## src/rtl/queue_reader_pkg.sv

```systemverilog
// Shared state type, reset policy and helper for the queue budget reader slice.
package queue_reader_pkg;

    typedef enum logic [1:0] {
        DISABLED,
        RUN,
        THROTTLED
    } state_t;

    // The budget timer reloads on the first clock after reset is released.
    localparam bit RELOAD_ON_RESET = 1'b1;

    function automatic logic [63:0] sat_dec(input logic [63:0] value, input logic dec);
        return (dec && (value != 64'd0)) ? value - 64'd1 : value;
    endfunction

endpackage

```

## src/rtl/queue_budget_reader_budget_timer.sv

```systemverilog
// MemorEDF-style budget timer: hands out `budget` pop tokens per `period` cycles.
module budget_timer
    import queue_reader_pkg::*;
#(
    parameter int REGISTER_SIZE = 32
) (
    input  logic                     clock,
    input  logic                     reset,
    input  logic [REGISTER_SIZE-1:0] budget,
    input  logic [REGISTER_SIZE-1:0] period,
    input  logic                     consume,
    output logic                     tokens_ok,
    output logic                     reload,
    output logic                     exhausted
);

    logic [REGISTER_SIZE-1:0] periodCnt;
    logic [REGISTER_SIZE-1:0] tokens;
    logic [REGISTER_SIZE-1:0] tokensNext;
    logic                     primed;
    logic                     throttling;

    assign throttling = (period != '0);
    assign reload     = !primed || (throttling && (periodCnt >= period - REGISTER_SIZE'(1)));
    assign tokens_ok  = primed && (!throttling || (tokens != '0));
    assign exhausted  = throttling && (tokensNext == '0);

    // Leftover tokens are dropped at reload; a pop on the reload cycle is charged to the new window.
    always_comb begin
        tokensNext = tokens;
        if (reload) begin
            tokensNext = REGISTER_SIZE'(sat_dec(64'(budget), consume));
        end else if (throttling) begin
            tokensNext = REGISTER_SIZE'(sat_dec(64'(tokens), consume));
        end
    end

    always_ff @(posedge clock or negedge reset) begin
        if (!reset) begin
            periodCnt <= '0;
            tokens    <= '0;
            primed    <= !RELOAD_ON_RESET;
        end else begin
            primed <= 1'b1;
            tokens <= tokensNext;
            if (reload) begin
                periodCnt <= '0;
            end else if (throttling) begin
                periodCnt <= periodCnt + REGISTER_SIZE'(1);
            end
        end
    end

endmodule

```

## src/rtl/queue_budget_reader.sv

```systemverilog
// Budget-limited consumer for the RAM queue with a registered valid/ready output stage.
// Optional stall/throttle statistics counters are enabled by QUEUE_BUDGET_READER_STATS_EN.
module queue_budget_reader
    import queue_reader_pkg::*;
#(
    parameter int DATA_SIZE     = 8,
    parameter int REGISTER_SIZE = 32
) (
    input  logic                     clock,
    input  logic                     reset,
    input  logic                     enable,
    input  logic [REGISTER_SIZE-1:0] budget,
    input  logic [REGISTER_SIZE-1:0] period,
    input  logic [DATA_SIZE-1:0]     queueValue,
    input  logic                     queueEmpty,
    output logic                     queueConsumed,
    output logic [DATA_SIZE-1:0]     valueOut,
    output logic                     valueOutValid,
    input  logic                     valueOutReady,
    output logic                     throttled,
    output logic [REGISTER_SIZE-1:0] issuedCount
`ifdef QUEUE_BUDGET_READER_STATS_EN
    ,
    output logic [REGISTER_SIZE-1:0] stallCount,
    output logic [REGISTER_SIZE-1:0] throttleCount
`endif
);

    state_t state;
    logic   tokensOk;
    logic   reload;
    logic   exhausted;
    logic   load;
    logic   handshake;

    budget_timer #(
        .REGISTER_SIZE(REGISTER_SIZE)
    ) budgetTimer (
        .clock    (clock),
        .reset    (reset),
        .budget   (budget),
        .period   (period),
        .consume  (load),
        .tokens_ok(tokensOk),
        .reload   (reload),
        .exhausted(exhausted)
    );

    // Pop whenever the stage is free or emptying this cycle, so transfers can run back-to-back.
    assign load          = enable && !queueEmpty && tokensOk && (!valueOutValid || valueOutReady);
    assign queueConsumed = load;
    assign handshake     = valueOutValid && valueOutReady;
    assign throttled     = (state == THROTTLED);

    always_ff @(posedge clock or negedge reset) begin
        if (!reset) begin
            valueOut      <= '0;
            valueOutValid <= 1'b0;
            issuedCount   <= '0;
        end else begin
            if (load) begin
                valueOut      <= queueValue;
                valueOutValid <= 1'b1;
            end else if (handshake) begin
                valueOutValid <= 1'b0;
            end
            if (handshake) begin
                issuedCount <= issuedCount + REGISTER_SIZE'(1);
            end
        end
    end

    always_ff @(posedge clock or negedge reset) begin
        if (!reset) begin
            state <= DISABLED;
        end else begin
            case (state)
                DISABLED: begin
                    if (enable) begin
                        state <= exhausted ? THROTTLED : RUN;
                    end
                end
                RUN: begin
                    if (!enable) begin
                        state <= DISABLED;
                    end else if (exhausted) begin
                        state <= THROTTLED;
                    end
                end
                THROTTLED: begin
                    if (!enable) begin
                        state <= DISABLED;
                    end else if (reload && !exhausted) begin
                        state <= RUN;
                    end
                end
                default: state <= DISABLED;
            endcase
        end
    end

`ifdef QUEUE_BUDGET_READER_STATS_EN
    always_ff @(posedge clock or negedge reset) begin
        if (!reset) begin
            stallCount    <= '0;
            throttleCount <= '0;
        end else begin
            if (valueOutValid && !valueOutReady) begin
                stallCount <= stallCount + REGISTER_SIZE'(1);
            end
            if (state == THROTTLED) begin
                throttleCount <= throttleCount + REGISTER_SIZE'(1);
            end
        end
    end
`else
`endif

endmodule
```

## config.mk

```make
export PLATFORM = sky130hd
export DESIGN_NAME = queue_budget_reader
export DESIGN_NICKNAME = d
export VERILOG_FILES = /design/src/rtl/queue_reader_pkg.sv /design/src/rtl/queue_budget_reader_budget_timer.sv /design/src/rtl/queue_budget_reader.sv
export SDC_FILE = /design/constraint.sdc
export NUM_CORES = 1
export LEC_CHECK = 0
export CELL_PAD_IN_SITES_DETAIL_PLACEMENT = 1
export CELL_PAD_IN_SITES_GLOBAL_PLACEMENT = 2
export CORE_UTILIZATION = 30
export DETAILED_ROUTE_END_ITERATION = 7
export DONT_BUFFER_PORTS = 1
export PLACE_DENSITY = 0.64
export REMOVE_ABC_BUFFERS = 1
export SKIP_CTS_REPAIR_TIMING = 1
export SLEW_MARGIN = 20
export SYNTH_ARGS = -nofsm -noshare
export SYNTH_HDL_FRONTEND = slang
export SYNTH_SLANG_ARGS = --single-unit
```

## constraint.sdc

```tcl
create_clock -name clock -period 3.34 [get_ports clock]
set_input_delay 0.668 -clock clock [delete_from_list [all_inputs] [get_ports clock]]
set_output_delay 0.668 -clock clock [all_outputs]
set_load 0.01 [all_outputs]
```

# After elaboration in Yosys (flattened, before gate mapping)
# Index checks and enable logic that the tools add are counted.
classes:
  div_mod_pow: 0
  n_reduce_logical: 26
  n_addsub: 5
  eq_ne: 5
  shift: 0
  muxes: 15
  n_lt_le_gt_ge: 1
  mul: 0
  bitwise_logic: 0
ops:
  columns: ["cell", "count"]
  rows:
  - ["two-way mux 32 bit", 6]
  - ["nonzero test 32 bit", 3]
  - ["subtractor 32 x 1 -> 32 bit, second input constant", 3]
  - ["adder 32 x 1 -> 32 bit, second input constant", 2]
  - [">= comparator 32 bit", 1]
  - ["zero test 32 bit", 1]
  - ["two-way mux 2 bit", 6]
  - ["logical AND 1 bit", 10]
  - ["one-hot mux 2 bit (3 select lines)", 1]
  - ["zero test 1 bit", 5]
  - ["nonzero test 2 bit", 2]
  - ["logical OR 1 bit", 3]
  - ["inequality test 3 x 2 -> 1 bit, second input constant", 1]
  - ["inequality test 3 bit, second input constant", 1]
  - ["AND reduction 3 bit", 1]
  - ["equality test 2 x 1 -> 1 bit, second input constant", 1]
  - ["equality test 2 bit, second input constant", 1]
  - ["zero test 2 bit", 1]
  - ["two-way mux 1 bit", 2]
  - ["inequality test 2 bit, second input constant", 1]
word_totals:
  register_bits: 108
  mem_bits_ro: 0
  latch_bits: 0
  mem_count: 0
  elab_cells: 59
  out_inout_bits: 43
  input_bits: 77
  ramBits: 0

# Longest topological paths before layout
logic_depth:
  word_depth: 17
  mapped_depth: 21

# Cells and area by module
# From an unflattened synthesis, not the netlist that was laid out.
hier_totals:
  cells_unflattened: 840
  hier_area_um2: 7621.1
by_module_without_submodules:
  columns: ["module", "seq_area_each_um2", "n_inst", "cells_each", "area_per_inst_um2"]
  rows:
  - ["budget_timer", 1626.6, 1, 689, 5749.3]
  - ["queue_budget_reader", 1076.0, 1, 151, 1871.8]

# Worst setup path before layout
# No wires, ideal clock.
synth_timing:
  path_type: "input to register"
  from: "input period[3]"
  to: "register state[0]"
  path_stages: 18
  slack_ns: -2.108
  arrival_time_ns: 5.322
  path_cell_list: "or4_4 > nor4_1 > nand2b_1 > nor2_1 > nand3_1 > or2_2 > nor4_1 > xnor2_1 > ha_1 > a211oi_1 > nand4_1 > o21a_1 > buf_6 > or4_4 > nor4b_2 > a41oi_1 > or4b_1 > o311a_1"
synth_via:
  elab_chain_cells: 16
synth_rtl:
  columns: ["element", "line", "rtl"]
  rows:
  - ["start, declared", "queue_budget_reader.sv:13", "input logic [REGISTER_SIZE-1:0] period,"]
  - ["parallel branches: the longest is 16 deep, another holds subtractor 32 x 1 -> 32 bit", null, null]
  - ["end signal, assigned", "queue_budget_reader.sv:80", "state <= exhausted ? THROTTLED : RUN;"]
  - ["end, declared", "queue_budget_reader.sv:29", "state_t state;"]
# Several ways; the timed one is not identified. The select of a mux whose other input is x is not followed.
# A chain may end at the register's enable or synchronous reset.

# Final worst setup path
# Same ends and word-level chain as after synthesis.

==> metrics.md <==
| Metric | Value |
|---|---|
| Vias in the first global route | 8179 |
| Final setup margin | -1660 ps |
| Post-synth EDFFs | 0 |
| Inst Count DP | 1470 |
| DP Wirelength | 23100 µm |
| Relative slew slack | 0.609 |
| PD cells | 305 mW/mm² |
| Largest cells by area after synthesis | dfrtp_1 34%, xnor2_1 9.1%, xor2_1 6.8% |
| # setup viols final | 66 |
| Congestion Overflow GR | 0 |
| Routed WL per cell | 19.2 µm |
| # H-tree levels | 3 |
| Layout area overhead | 33.6% |
| Antenna cells | 0 |
| Vias per std cell | 5.21 |
| Critical path class | in2reg |
| Global Route Usage Sum | 0.218 |
| Maximum vdd drop | 244 µV |
| Gpl congestion | 0.878 |
| Max Cap Viol | 0 |
| Count of final max-slew check failures | 0 |
| Via Count | 7786 |
| Critical Path RT | 3580 ps |
| FF+latch count, synth | 108 |
| Root buffer cell | clkbuf_16 |
| Async set-reset flop share out of synthesis | 1.00 |
| TritonRoute pass-1 iters | 6 |
| Largest net degree at the start of global routing | 109 |
| Final period utilization | 1.50 |
| Detailed Route WL | 28700 µm |
| Status | finished, violations left |
| Final net count | 1274 |
| Worst Setup Start Kind | primary input |
| Yosys warns | 0 |
| LEAKAGE | 4.44 nW |
| Syn Std Cell Area | 0.00787 mm² |
| First-pass GRT wire length | 44700 µm |
| GRT busiest layer | met2 |
| CTS tree | done |
| Clk sinks | 108 |
| Core area | 0.0255 mm² |
| Worst min path class | in2async |
| Die area | 0.0269 mm² |
| Finished Core Util | 0.413 |
| Post-synth top cells | 115 x nand2_1, 108 x dfrtp_1, 103 x nor2_1 |
| Yosys top cell area share | 0.343 |
| PortBufs | 0 |
| Die span in x | 164 µm |
| Reg clk slew, reported paths | 90 ps |
| Row cnt | 58 |
| Met1 Usage GRT | 0.293 |
| Worst-Skew Late Latency | 370 ps |
| Met3 Usage GRT | 0.0316 |
| Post-route ant nets | 0 |
| DRC | 0 |
| IO Pins | 120 |
| Fmax | 0.200 GHz |
| Cell taking the most area after synthesis | dfrtp_1 |
| Drt initial violations | 404 |
| Final hold vios | 0 |
| Tot Pwr | 0.00320 W |
| Initial Util | 0.309 |
| GRT met2 Usage | 0.364 |
| Reg2Reg Depth | 11 |
| Worst-margin pin slew | 587 ps |
| Post-Syn Instances | 930 |
| Post-synth top flop | dfrtp_1 |
| Worst r2r src | budgetTimer.tokens[18] |
| Die H | 164 µm |
| Fraction of layout cells with a size suffix above 1 | 0.250 |
| Fin Clk Skew | 15.6 ps |
| Min Tclk post-route | 5000 ps |
| Register area share after synthesis | 0.343 |
| Clock buffer depth | 2 |
| RSZ-0062 raised after global routing | true |
| Num CTS Buffers | 9 |
| Max FO, Critical Path | 5 |
| Antenna violations before repair | 0 |
| Syn avg cell area | 8.46 µm² |
| Yosys cell types | 64 |
| Reg2Reg Capture Point | state[0] |
| Non-Filler Instances | 1494 |
| Violated checks | setup timing |
| Most frequent cell after synthesis | nand2_1 |
| Worst R2R Setup Slack | -490 ps |
| Crit path DAT | 5240 ps |
| CP endpoint kind | flop |
-- cells by family (layout without fill, tap and decap cells) --
logic type                 after synthesis  after routing  synth area share
AOI/OAI and AO/OA                      120            120            0.0949
xor gates and xnor gates               143            143             0.159
adders and majority gates               38             38            0.0604
buffers and inverters                   36            270            0.0183
DFF                                    108            108             0.343
muxes                                    9              9            0.0116
other                                    1              1          0.000476
and+or+nand+nor                        475            475             0.312
-- report_power, final --
| group | internal (W) | switching [W] |
|---|---|---|
| Clock | 0.000547 | 0.000615 |
| Sequential | 0.00139 | 0.0000933 |
| Combinational | 0.000272 | 0.000286 |
-- routing by layer --
| metal | vias up | share of wire |
|---|---|---|
| li1 | 3805 | - |
| met1 | 3791 | 0.47 |
| met2 | 161 | 0.47 |
| met3 | 29 | 0.039 |
| met4 | 0 | 0.018 |
| met5 | - | 0 |
-- placed cells by master, fill, tap and decap left out, types with 5 or more instances in the layout --
cell type,synthesis,routed
buf_4,0,233
nand2_1,115,115
dfrtp_1,108,108
nor2_1,103,102
xnor2_1,82,82
xor2_1,61,61
nor3_1,50,48
nand3_1,39,38
ha_1,38,38
o21ai_0,37,36
a21oi_1,33,33
nor4_1,35,30
nand4_1,24,24
or3_1,18,17
and3_1,16,16
inv_1,14,14
nand2b_1,10,9
and4_1,9,9
clkbuf_16,0,9
or4_1,8,8
mux2i_1,8,7
and2_1,7,7
nand3b_1,6,6
o2111ai_1,6,6
o31ai_1,5,5
-- sequential cells by signal, summed over array words and instances, names as in the netlist --
register,count
budgetTimer.tokens,32
issuedCount,32
budgetTimer.periodCnt,32
budgetTimer.primed,1
valueOutValid,1
valueOut,8
state,2
-- final cells by class --
cell class                 instances  area, µm²
sequential                       108       2700
clock buffer                       9        225
inverter                          15       56.3
fill                            3054      15000
tap                              330        413
timing repair buffer             239       1850
clock inverter                     7       88.8
multi-input combinational        786       5180
-- per-stage QoR --
stage / hold slack (ps) / TNS [ps] / instance area (µm²) / worst slack [ps]
6_report: 241 / -49730 / 10500 / -1660
5_1_grt: 227 / -69690 / 10500 / -1890
4_1_cts: -26.6 / -96140 / 10300 / -2150
3_5_place_dp: 375 / -118860 / 9950 / -2470
3_3_place_gp: 375 / -108460 / 9950 / -2270
2_1_floorplan: 372 / -132340 / 7780 / -3380
-- critical path: stages --
cell	delay (ps)
or4_4	540
nor4_4	170
nand2b_1	130
nor2_2	160
nand3_2	120
buf_4	170
nor3_4	160
xnor2_1	140
ha_1	280
a211oi_2	230
o21ai_0	120
o2111ai_1	120
nand4_1	200
o21a_2	300
or4_4	530
nor4b_4	230
a41oi_1	90
or4b_4	530
o311a_1	340
-- how the worst max path moves through the flow --
stage               startpoint  slack (ps)  endpoint
finish               period[3]       -1660  state[0]
global route         period[3]       -1890  state[0]
CTS                  period[3]       -2150  state[0]
detailed placement   period[3]       -2470  state[0]
global placement     period[3]       -2270  state[0]
floorplan            period[3]       -3380  state[0]
Note: power is estimated with default switching activity, not from simulation.
